<file path="src/rtl/encoder_conditioner.sv">
// Quadrature encoder front end: synchronise, glitch-filter, decode A/B, and
// measure the rising-edge period of filtered A for the divider and stall monitor.
module encoder_conditioner #(
  parameter int SYNC_STAGES = 2,
  parameter int FILT_W      = 16
) (
  input  logic              sys_clk,
  input  logic              rst_n,
  input  logic              enc_a,
  input  logic              enc_b,
  input  logic [FILT_W-1:0] filter_len,
  input  logic              dir_invert,
  input  logic [31:0]       timeout,
  output logic              out_pulse,
  output logic              out_step,
  output logic              out_dir,
  output logic [31:0]       position,
  output logic [31:0]       period,
  output logic              period_valid,
  output logic              stall,
  output logic [15:0]       quad_err
);

  localparam logic [FILT_W-1:0] CNT_ONE = FILT_W'(1);

  logic [SYNC_STAGES-1:0] sync_a;
  logic [SYNC_STAGES-1:0] sync_b;
  logic [1:0]             sync_v;
  logic [1:0]             filt;
  logic [FILT_W-1:0]      cnt [2];
  logic [FILT_W-1:0]      fl_q;
  logic                   fl_chg;
  logic [1:0]             prev;
  logic [1:0]             chg;
  logic                   err;
  logic                   valid;
  logic                   fwd_raw;
  logic                   up;
  logic                   rise_a;
  logic [31:0]            pcnt;
  logic [31:0]            pcnt_inc;
  logic                   armed;

  always_ff @(posedge sys_clk or negedge rst_n) begin
    if (!rst_n) begin
      sync_a <= '0;
      sync_b <= '0;
    end else begin
      sync_a <= {sync_a[SYNC_STAGES-2:0], enc_a};
      sync_b <= {sync_b[SYNC_STAGES-2:0], enc_b};
    end
  end

  // Bit 1 carries channel A, bit 0 channel B throughout.
  assign sync_v = {sync_a[SYNC_STAGES-1], sync_b[SYNC_STAGES-1]};
  assign fl_chg = (filter_len != fl_q);

  always_ff @(posedge sys_clk or negedge rst_n) begin
    if (!rst_n) begin
      filt <= '0;
      fl_q <= '0;
      for (int i = 0; i < 2; i++) cnt[i] <= '0;
    end else begin
      fl_q <= filter_len;
      for (int i = 0; i < 2; i++) begin
        if (fl_chg || (sync_v[i] == filt[i])) begin
          cnt[i] <= '0;
        end else if (cnt[i] == filter_len) begin
          filt[i] <= sync_v[i];
          cnt[i]  <= '0;
        end else begin
          cnt[i] <= cnt[i] + CNT_ONE;
        end
      end
    end
  end

  // Gray-code decode; forward is 00 -> 10 -> 11 -> 01 -> 00 on {A,B}.
  always_comb begin
    fwd_raw = 1'b0;
    case ({prev, filt})
      4'b0010, 4'b1011, 4'b1101, 4'b0100: fwd_raw = 1'b1;
      default:                            fwd_raw = 1'b0;
    endcase
  end

  assign chg      = filt ^ prev;
  assign err      = &chg;
  assign valid    = ^chg;
  assign up       = fwd_raw ^ dir_invert;
  assign rise_a   = filt[1] & ~prev[1];
  assign pcnt_inc = (&pcnt) ? pcnt : pcnt + 32'd1;

  always_ff @(posedge sys_clk or negedge rst_n) begin
    if (!rst_n) begin
      prev         <= '0;
      out_pulse    <= 1'b0;
      out_step     <= 1'b0;
      out_dir      <= 1'b0;
      position     <= '0;
      quad_err     <= '0;
      pcnt         <= '0;
      period       <= '0;
      period_valid <= 1'b0;
      armed        <= 1'b0;
      stall        <= 1'b0;
    end else begin
      prev         <= filt;
      out_pulse    <= filt[1];
      out_step     <= rise_a & valid & up;
      period_valid <= rise_a & armed;
      if (valid) begin
        out_dir  <= up;
        position <= up ? position + 32'd1 : position - 32'd1;
      end
      if (err && (quad_err != 16'hFFFF)) quad_err <= quad_err + 16'd1;
      pcnt <= rise_a ? 32'd0 : pcnt_inc;
      if (rise_a) begin
        armed <= 1'b1;
        if (armed) period <= pcnt_inc;
      end
      if (rise_a || (timeout == 32'd0)) stall <= 1'b0;
      else if (pcnt_inc >= timeout)     stall <= 1'b1;
    end
  end

endmodule

</file>
<file path="config.mk">
export PLATFORM = sky130hd
export DESIGN_NAME = encoder_conditioner
export DESIGN_NICKNAME = d
export VERILOG_FILES = /design/src/rtl/encoder_conditioner.sv
export SDC_FILE = /design/constraint.sdc
export NUM_CORES = 1
export LEC_CHECK = 0
export BUFFER_PORTS_ARGS = -buffer_cell sky130_fd_sc_hd__buf_2
export CAP_MARGIN = 10
export CORE_MARGIN = 2
export CORE_UTILIZATION = 58
export DETAILED_ROUTE_END_ITERATION = 7
export GPL_TIMING_DRIVEN = 0
export PLACE_DENSITY = 0.9
export SKIP_LAST_GASP = 1
export SLEW_MARGIN = 0
export SYNTH_ARGS = -nofsm -noshare
export SYNTH_HDL_FRONTEND = slang
export SYNTH_SLANG_ARGS = --single-unit
</file>
<file path="constraint.sdc">
create_clock -name sys_clk -period 5.4 [get_ports sys_clk]
set_input_delay 1.08 -clock sys_clk [delete_from_list [all_inputs] [get_ports sys_clk]]
set_output_delay 1.08 -clock sys_clk [all_outputs]
set_load 0.02 [all_outputs]
</file>
==> reports/qor.yml <==
outcome:
  status: "complete, no violations"
clock_tree:
  root_buffer: "clkbuf_16"
  holdBufCountCts: 0
  clock-sinks: 173
  clockBufferDepth: 2
  clock_latency_ns: 0.44
  postCtsSetupBuffers: 0
  htree_levels: 4
  cts.reportedPaths.clkPinSlew_ns: 0.07
  cts_resized: 0
  cts_buffers: 17
  cts_tree: "done"
synthesis:
  syn_area_um2: 10300
  syn-num-nets: 1215
  synthCells: 1093
  async_flop_share_pct: 100
  synth_cell_types: 65
  yosys_warnings: 0
  yosys_register_bits: 173
  synth.avg_cell_area_um2: 9.44
  synth_ff_type: "dfrtp_1"
  seq_area_frac_synth_pct: 42.0
  synth-edff-count: 0
route:
  vias: 8679
  highest_layer: "met4"
  wl_met3_um: 1210
  drt-met1-wl_um: 10700
  vias_per_cell: 5.83
  wl_met2_um: 12700
  postRouteAntennaNets: 0
  wl_per_cell_um: 17.0
  wirelength_um: 25300
  firstDrtPassIters: 6
  drt_iter0_markers: 590
  route.detailed.drc: 0
worst_setup_path:
  regToRegEndpoint: "position[28]$_DFFE_PN0P_"
  crit_fanout: 19
  arrival_ns: 4.79
  crit_slowest_cell: "o21ai_0"
  path_common_cell: "o21ai_0"
  endpoint: "position[28]$_DFFE_PN0P_"
  crit_path_cell_trace: "buf_2, xnor2_1, inv_1, buf_16, ha_1, clkbuf_1, nand4_1, or3_1, o21ai_0, o21ai_0, and4_1, o31ai_1"
  cp_data_required_time_ns: 5.73
  path_class: "primary input to flip-flop"
  worstSetupStartpointType: "primary input"
  r2r-start: "filt[0]$_DFFE_PN0P_"
  worstRegToRegCells: 13
  cp_slowest_stage_delay_ns: 0.46
  endpoint_kind: "flip-flop"
  crit_start: "dir_invert"
  r2r_slack_ns: 0.97
timing:
  setup_ws_ns: 0.941
  relSlewSlack_pct: 51.9
  rsz0062_at_grt: "false"
  setup_viol: 0
  worst_pin_slew_ns: 0.711
  fin_crit_sh_pct: 82.6
  maxSlewViolCount: 0
  hold_viol: 0
  fin_setup_tns_ns: 0
  fmax_ghz: 0.224
  finClkSkew_ns: 0.0127
  min_period_ns: 4.46
placement:
  place_hpwl_um: 18700
  io_buffers: 137
  gp_congestion: 0.947
  pre_cts_ws_ns: 0.466
  dpl.cell_count: 1456
  postPlaceCellArea_um2: 11300
global_route:
  grt_pass1_wl_um: 41100
  grt_pass1_vias: 8533
  grt_usage_pct: 27.6
  grt_max_degree: 94
  antenna_found_initial: 0
  grt.overflow.total: 0
cells_and_area:
  syn_to_final_growth_pct: 15.9
  instances_no_fill: 1489
  nets: 1373
  design_area_um2: 12000
  diodes: 0
  mostFrequentLayoutCells: "dfrtp_1, buf_2, nor2_1"
  final_util_pct: 68.9
  drive_gt1_share_pct: 17.1
  final_common_cell: "dfrtp_1"
flow_run:
  maxCapViolCount: 0
floorplanning:
  fp.dieW_um: 137
  fp.coreArea_um2: 17400
  pin_count: 138
  initial_core_util_pct: 59.4
  rows: 48
  die_h_um: 137
  die-area_um2: 18900
min_path:
  holdPathStages: 0
  hp-class: "flip-flop to flip-flop"
  hp-start: "sync_b[0]$_DFF_PN0_"
power_and_ir_drop:
  ir_drop_mv: 0.211
  power_density_nw_per_um2: 230
  leakagePower_uw: 0.00623
-- final cells by class --
class	instances	area, um^2
clock buffer	17	425
clock inverter	15	179
sequential	173	4330
tap	225	282
multi-input combinational	805	5550
fill	1321	5410
buffer	33	129
timing repair buffer	139	751
inverter	82	308
-- per-stage QoR --
step / hold WS [ns] / power, uW
6_report: 0.350 / 2750
5_1_grt: 0.377 / 2840
4_1_cts: 0.351 / 2760
3_5_place_dp: 0.335 / 1520
3_3_place_gp: 0.340 / 1510
2_1_floorplan: 0.331 / 1430
-- layer usage --
layer | vias to the layer above | GRT usage (%)
met5 | - | 0
met4 | 0 | 10.7
met3 | 53 | 3.83
met2 | 268 | 47.4
met1 | 4225 | 35.2
li1 | 4133 | -
-- state kept, by name (all words and copies together), names as in the netlist, 2 cells and up --
| name | flops |
|---|---|
| pcnt | 32 |
| fl_q | 16 |
| position | 32 |
| period | 32 |
| sync_a | 2 |
| sync_b | 2 |
| quad_err | 16 |
| cnt | 32 |
| filt | 2 |
-- power breakdown --
| group | total [uW] | leakage [uW] | internal [uW] | switching (uW) |
|---|---|---|---|---|
| Combinational | 196 | 0.00362 | 70.5 | 126 |
| Sequential | 1310 | 0.00232 | 1300 | 4.86 |
| Clock | 1250 | 0.000298 | 634 | 612 |
-- cells in the mapped netlist, types with 5 or more instances --
library cell / n / area share (%)
clkbuf_1: 28 / 1.0
o21ai_1: 11 / 0.53
o21a_1: 5 / 0.36
mux2_2: 23 / 2.5
dfrtp_1: 173 / 42
nor4_1: 23 / 1.4
nor2_1: 115 / 4.2
xor2_1: 92 / 7.8
nor3_1: 11 / 0.53
nand4_1: 33 / 2.0
nand3_1: 36 / 1.7
or3_1: 6 / 0.36
ha_1: 68 / 8.2
xnor2_1: 50 / 4.2
a21o_1: 24 / 1.7
and4_1: 8 / 0.68
a21oi_1: 38 / 1.8
and3_1: 16 / 0.97
nand2_1: 95 / 3.5
o21ai_0: 51 / 2.5
a211oi_1: 8 / 0.58
nand2b_1: 6 / 0.36
inv_1: 82 / 3.0
o211ai_1: 8 / 0.58
-- worst max-delay path: cells and delay by family --
kind	cells	cell delay [ns]
buffers and inverters	4	1.15
and+or+nand+nor	3	0.87
AOI/OAI and AO/OA	3	1.00
xor gates and xnor gates	1	0.39
adders and majority gates	1	0.27
-- how the worst min path moves through the flow --
stage                                     end
after global routing      sync_a[1]$_DFF_PN0_
after floorplan           sync_a[1]$_DFF_PN0_
after detailed placement  sync_b[1]$_DFF_PN0_
after CTS                 sync_b[1]$_DFF_PN0_
final                     sync_b[1]$_DFF_PN0_
after global placement    sync_b[1]$_DFF_PN0_
-- cell families after synthesis --
family                     synth area share (%)
adders and majority gates                  8.44
buffers and inverters                      4.23
and+or+nand+nor                            18.4
AOI/OAI and AO/OA                          11.6
xor gates and xnor gates                   12.4
DFF                                        42.0
muxes                                      2.90
Note: power is estimated with default switching activity, not from simulation.
